### config.mk
export PLATFORM = sky130hd
export DESIGN_NAME = program_loader
export DESIGN_NICKNAME = d
export VERILOG_FILES = /design/src/rtl/program_loader.sv
export SDC_FILE = /design/constraint.sdc
export NUM_CORES = 1
export LEC_CHECK = 0
export CAP_MARGIN = 30
export CORE_MARGIN = 5
export CORE_UTILIZATION = 45
export CTS_BUF_LIST = sky130_fd_sc_hd__clkbuf_16
export DETAILED_ROUTE_END_ITERATION = 16
export HOLD_SLACK_MARGIN = 0.03
export PLACE_DENSITY = 0.73
export SYNTH_ARGS = -nofsm -noshare
export SYNTH_HDL_FRONTEND = slang
export SYNTH_SLANG_ARGS = --single-unit
### constraint.sdc
create_clock -name clk -period 8 [get_ports clk]
set_input_delay 1.2 -clock clk [delete_from_list [all_inputs] [get_ports clk]]
set_output_delay 1.2 -clock clk [all_outputs]
set_load 0.005 [all_outputs]
### src/rtl/program_loader.sv
// program_loader
//   Boot-time loader sitting in front of the multi-cycle CPU controller.
//   Accepts a byte stream made of a 16-bit big-endian length header followed
//   by the program image. The image is written into memory starting at
//   BASE_ADDR while the CPU is held in reset. Afterwards the CPU is released
//   and a high-then-low `start` sequence walks the controller from IDLE
//   through START to FETCH.
//
// Ports
//   clk, rst          clock, asynchronous active-high reset
//   inValid/inData    byte stream input
//   inReady           loader can take a byte (transfer = inValid && inReady)
//   memAddr           registered write address
//   memWriteData      registered write data
//   memWriteEn        registered one-cycle write strobe
//   memOwn            1 = memory port belongs to the loader, 0 = CPU datapath
//   cpuRst            reset for the controller/datapath
//   start             start pulse to the controller
//   cpuDone           controller `done` (high only while it sits in IDLE)
//   launched          CPU running, sticky until rst
//   errOverflow       header length exceeded capacity, sticky until rst
module program_loader #(
  parameter int ADDR_W       = 13,
  parameter int BASE_ADDR    = 0,
  parameter int START_CYCLES = 2
) (
  input  logic              clk,
  input  logic              rst,
  input  logic              inValid,
  input  logic [7:0]        inData,
  output logic              inReady,
  output logic [ADDR_W-1:0] memAddr,
  output logic [7:0]        memWriteData,
  output logic              memWriteEn,
  output logic              memOwn,
  output logic              cpuRst,
  output logic              start,
  input  logic              cpuDone,
  output logic              launched,
  output logic              errOverflow
);

  typedef enum logic [2:0] {
    HDR_HI   = 3'd0,
    HDR_LO   = 3'd1,
    LOAD     = 3'd2,
    START_HI = 3'd3,
    START_LO = 3'd4,
    RUN      = 3'd5,
    ERR      = 3'd6
  } state_t;

  // Capacity of the region from BASE_ADDR to the top of the address space.
  localparam int unsigned       DEPTH      = (32'd1 << ADDR_W) - 32'(BASE_ADDR);
  localparam logic [ADDR_W-1:0] BASE       = ADDR_W'(BASE_ADDR);
  localparam logic [15:0]       START_LAST = 16'(START_CYCLES - 1);

  state_t              state_r;
  state_t              state_nxt_s;
  logic [7:0]          len_hi_r;
  logic [15:0]         remaining_r;
  logic [ADDR_W-1:0]   ptr_r;
  logic [15:0]         cnt_r;
  logic                xfer_s;
  logic [15:0]         len_full_s;

  assign xfer_s     = inValid & inReady;
  assign len_full_s = {len_hi_r, inData};

  // Next-state decode; outputs are registered from this value so that they
  // change on the same edge as the state itself.
  always_comb begin
    state_nxt_s = state_r;
    case (state_r)
      HDR_HI: begin
        if (xfer_s) state_nxt_s = HDR_LO;
        else        state_nxt_s = HDR_HI;
      end
      HDR_LO: begin
        if (xfer_s) begin
          if (len_full_s == 16'd0)                 state_nxt_s = START_HI;
          else if ({16'd0, len_full_s} > DEPTH)    state_nxt_s = ERR;
          else                                     state_nxt_s = LOAD;
        end else begin
          state_nxt_s = HDR_LO;
        end
      end
      LOAD: begin
        if (xfer_s && (remaining_r == 16'd1)) state_nxt_s = START_HI;
        else                                  state_nxt_s = LOAD;
      end
      START_HI: begin
        if (cnt_r == START_LAST) state_nxt_s = START_LO;
        else                     state_nxt_s = START_HI;
      end
      START_LO: begin
        if (!cpuDone) state_nxt_s = RUN;
        else          state_nxt_s = START_LO;
      end
      RUN:     state_nxt_s = RUN;
      ERR:     state_nxt_s = ERR;
      default: state_nxt_s = HDR_HI;
    endcase
  end

  // Loader FSM: state, datapath registers and registered outputs.
  always_ff @(posedge clk or posedge rst) begin
    if (rst) begin
      state_r      <= HDR_HI;
      len_hi_r     <= 8'd0;
      remaining_r  <= 16'd0;
      ptr_r        <= BASE;
      cnt_r        <= 16'd0;
      memAddr      <= BASE;
      memWriteData <= 8'd0;
      memWriteEn   <= 1'b0;
      inReady      <= 1'b0;
      memOwn       <= 1'b1;
      cpuRst       <= 1'b1;
      start        <= 1'b0;
      launched     <= 1'b0;
      errOverflow  <= 1'b0;
    end else begin
      state_r <= state_nxt_s;

      if ((state_r == HDR_HI) && xfer_s) len_hi_r <= inData;
      else                               len_hi_r <= len_hi_r;

      // Image write: strobe is only ever a single cycle wide.
      if ((state_r == LOAD) && xfer_s) begin
        memWriteData <= inData;
        memWriteEn   <= 1'b1;
        memAddr      <= ptr_r;
        ptr_r        <= ptr_r + ADDR_W'(1);
        remaining_r  <= remaining_r - 16'd1;
      end else begin
        memWriteEn <= 1'b0;
        if ((state_r == HDR_LO) && xfer_s) remaining_r <= len_full_s;
        else                               remaining_r <= remaining_r;
      end

      // Counts cycles already spent in START_HI; cleared everywhere else.
      if (state_r == START_HI) cnt_r <= cnt_r + 16'd1;
      else                     cnt_r <= 16'd0;

      inReady     <= (state_nxt_s == HDR_HI) || (state_nxt_s == HDR_LO) ||
                     (state_nxt_s == LOAD);
      // START_HI keeps the port so the final image write still lands.
      memOwn      <= (state_nxt_s != START_LO) && (state_nxt_s != RUN);
      cpuRst      <= (state_nxt_s == HDR_HI) || (state_nxt_s == HDR_LO) ||
                     (state_nxt_s == LOAD)   || (state_nxt_s == ERR);
      start       <= (state_nxt_s == START_HI);
      launched    <= (state_nxt_s == RUN);
      errOverflow <= (state_nxt_s == ERR);
    end
  end

endmodule

==> results.ini <==
[global_route]
grt_pass1_vias=2820
grt_use_total=0.168
grt_pass1_wl_um=13900
grt_antenna_before_repair=0
grt_max_degree=65
grt.overflow.total=0

[timing]
fmax_mhz=309
slew_headroom=0.629
finalSetupTns_ns=0
drv_slew=0
worst_slew_pin_slew_ns=0.552
timing.final.hold_violations=0
rsz0062_at_grt=no
finalClockSkew_ns=0.00690
period_minus_slack_ns=3.23
fin_hold_ws_ns=0.467
setup_viol=0
period_share=0.404

[setup_path]
critPathKind=input port to register
cp.arrival_ns=3.42
crit_path_start_kind=input port
crit_path_start=inValid
cp.buffers_inverters=2
path_cells=clkdlybuf4s50_1 > and3b_2 > nand2_4 > clkinv_2 > nand3_2 > o311ai_0 > o211ai_1
max_stage_delay_ns=0.47
r2r-start=state_r[2]
required_ns=8.19
worst-path-max-fanout=35
slowest_stage=clkdlybuf4s50_1
cp_top_family=buffers and inverters
cp-end-kind=register
r2r_slack_ns=5.58

[clocking]
htreeDepth=3
cts_tree=built
hold_buffers=0
cts_setup_buffers=0
clk_path_buf_depth=2
clkLatencyLatePin_ns=0.33
numCtsBuffers=9
cts_resized=0
clk_pin_slew_ns=0.06
cts_root_buf=clkbuf_16
cts_sinks=84

[detailed_routing]
route.met3.wl_um=303
wl_met1_um=3610
wl_per_cell_um=14.5
wl_um=7740
vias_per_cell=5.38
drcViolationCount=0
met2_length_um=3660
final_antenna_net_count=0
dr.pass1.iters=4
highest_layer=met4
dr_total_vias=2866
drt-initial-drc-count=93

[placement]
gp_congestion=0.775
port_buffers=39
dpl.cell_count=517
hpwl_um=5180

[floorplan]
die_width_um=102
coreArea_sq_um=8260
initial_utilization=0.466
fp.dieH_um=102
row_count=33
pin_count=40
die-area_sq_um=10500

[synthesis]
synth_top_area_frac=0.533
yosys.area.top_type=dfrtp_1
yosysSeqAreaShare=0.547
synth_area_leaders=dfrtp_1 (53%), nand2_1 (8.1%), nor2_1 (3.5%)
ys_ff_latch=84
synth_flop_cell=dfrtp_1
ys_types=49
syn_area_sq_um=3850
synth_edf_count=0
syn_nets=399
synthCells=382
async_reset_ff_frac=1.00
synth_commonest_cells=nand2_1 (83), dfrtp_1 (82), nor2_1 (36)
yosys_warnings=0
syn_area_per_cell_sq_um=10.1
synthMostInstantiatedCell=nand2_1

[cells_and_area]
syn_to_final_growth_pct=21.4
fin_nets=440
fillers=723
final_cells=533
post-route-util=0.565
n_antenna_cell=0
drive_gt1_frac=0.100

[flow_run]
max-cap-violations=0

[min_path]
hold_path_startpoint=ptr_r[12]
hold_class=register to register

[pwr]
ir_drop_uv=123
pwr_density_cell_nw_per_um2=187
power_mw=0.873
p_leak_nw=2.22

[outcome]
status=finished, final reports clean

## per-stage QoR
stage	setup WS, ns	instance area [sq um]
finish	4.77	4670
global route	4.62	4670
CTS	4.76	4670
detailed placement	4.45	4360
global placement	4.59	4330
floorplan	4.64	3850
## cell type report
class / count / area (sq um) / share of cell area
multi-input combinational: 273 / 1640 / 0.352
clock buffer: 9 / 225 / 0.0482
inverter: 13 / 51.3 / 0.0110
tap: 105 / 131 / 0.0281
sequential: 84 / 2100 / 0.451
timing repair buffer: 42 / 433 / 0.0927
clock inverter: 7 / 82.6 / 0.0177
## where the power goes
| part | leakage [nW] | internal [mW] | switching (mW) | total (mW) |
|---|---|---|---|---|
| sequential | 1.13 | 0.425 | 0 | 0.425 |
| combinational | 0.949 | 0.00719 | 0.0119 | 0.0191 |
| clock | 0.149 | 0.269 | 0.160 | 0.429 |
| total | 2.22 | 0.701 | 0.172 | 0.873 |
## cells by family after synthesis
logic type / share of synthesized area
compound gates: 0.0771
xor+xnor: 0.0524
fa+ha+maj: 0.0163
buf+inv: 0.0263
flops: 0.547
mux: 0.0312
simple gates: 0.250
## cells in the final DEF, fill, tap and decap left out, types with 3 or more instances in the layout
cell             instances
or3_1                    5
nor4_1                   7
a211oi_1                 5
nand3_1                 13
xnor2_1                  8
o311ai_0                 4
clkdlybuf4s50_1         39
clkbuf_16                9
nor2_1                  36
nand3b_1                 3
xor2_1                  15
o211ai_1                 5
a21oi_1                 10
mux2i_1                  3
inv_1                   12
clkinv_1                 3
nand2b_1                 3
o21ai_0                  8
nand4_1                  7
ha_1                     5
nand2_1                 83
mux2_2                   8
dfrtp_1                 82
nor3_1                  13
## registers in the layout, indices dropped and copies added (netlist names)
name          count
start             1
memWriteEn        1
memAddr          13
inReady           1
ptr_r            13
remaining_r      16
memOwn            1
state_r           3
memWriteData      8
len_hi_r          8
cpuRst            1
cnt_r            16
launched          1
errOverflow       1
## final timing paths
| check | endpoint | cells past startpoint |
|---|---|---|
| worst min register to register | ptr_r[12] | 1 |
| worst max register to register | remaining_r[11] | 6 |
| max in group asynchronous | memOwn | 4 |
| min in group asynchronous | ptr_r[10] | 3 |
| worst min-delay path | ptr_r[12] | 1 |
| worst max-delay path | remaining_r[11] | 7 |
## worst reg2reg max path: stages, from the launching register on
cell and delay [ns]:
dfrtp_1 0.44, and3b_2 0.33, nand2_4 0.23, clkinv_2 0.44, nand3_2 0.25, o311ai_0 0.45
o211ai_1 0.15
## metal layers
layer  vias up  GRT usage
met5         -          0
met2        60      0.261
met1      1389      0.230
li1       1403          -
met4         0     0.0666
met3        14     0.0382
Power figures use the tool's default switching activity.
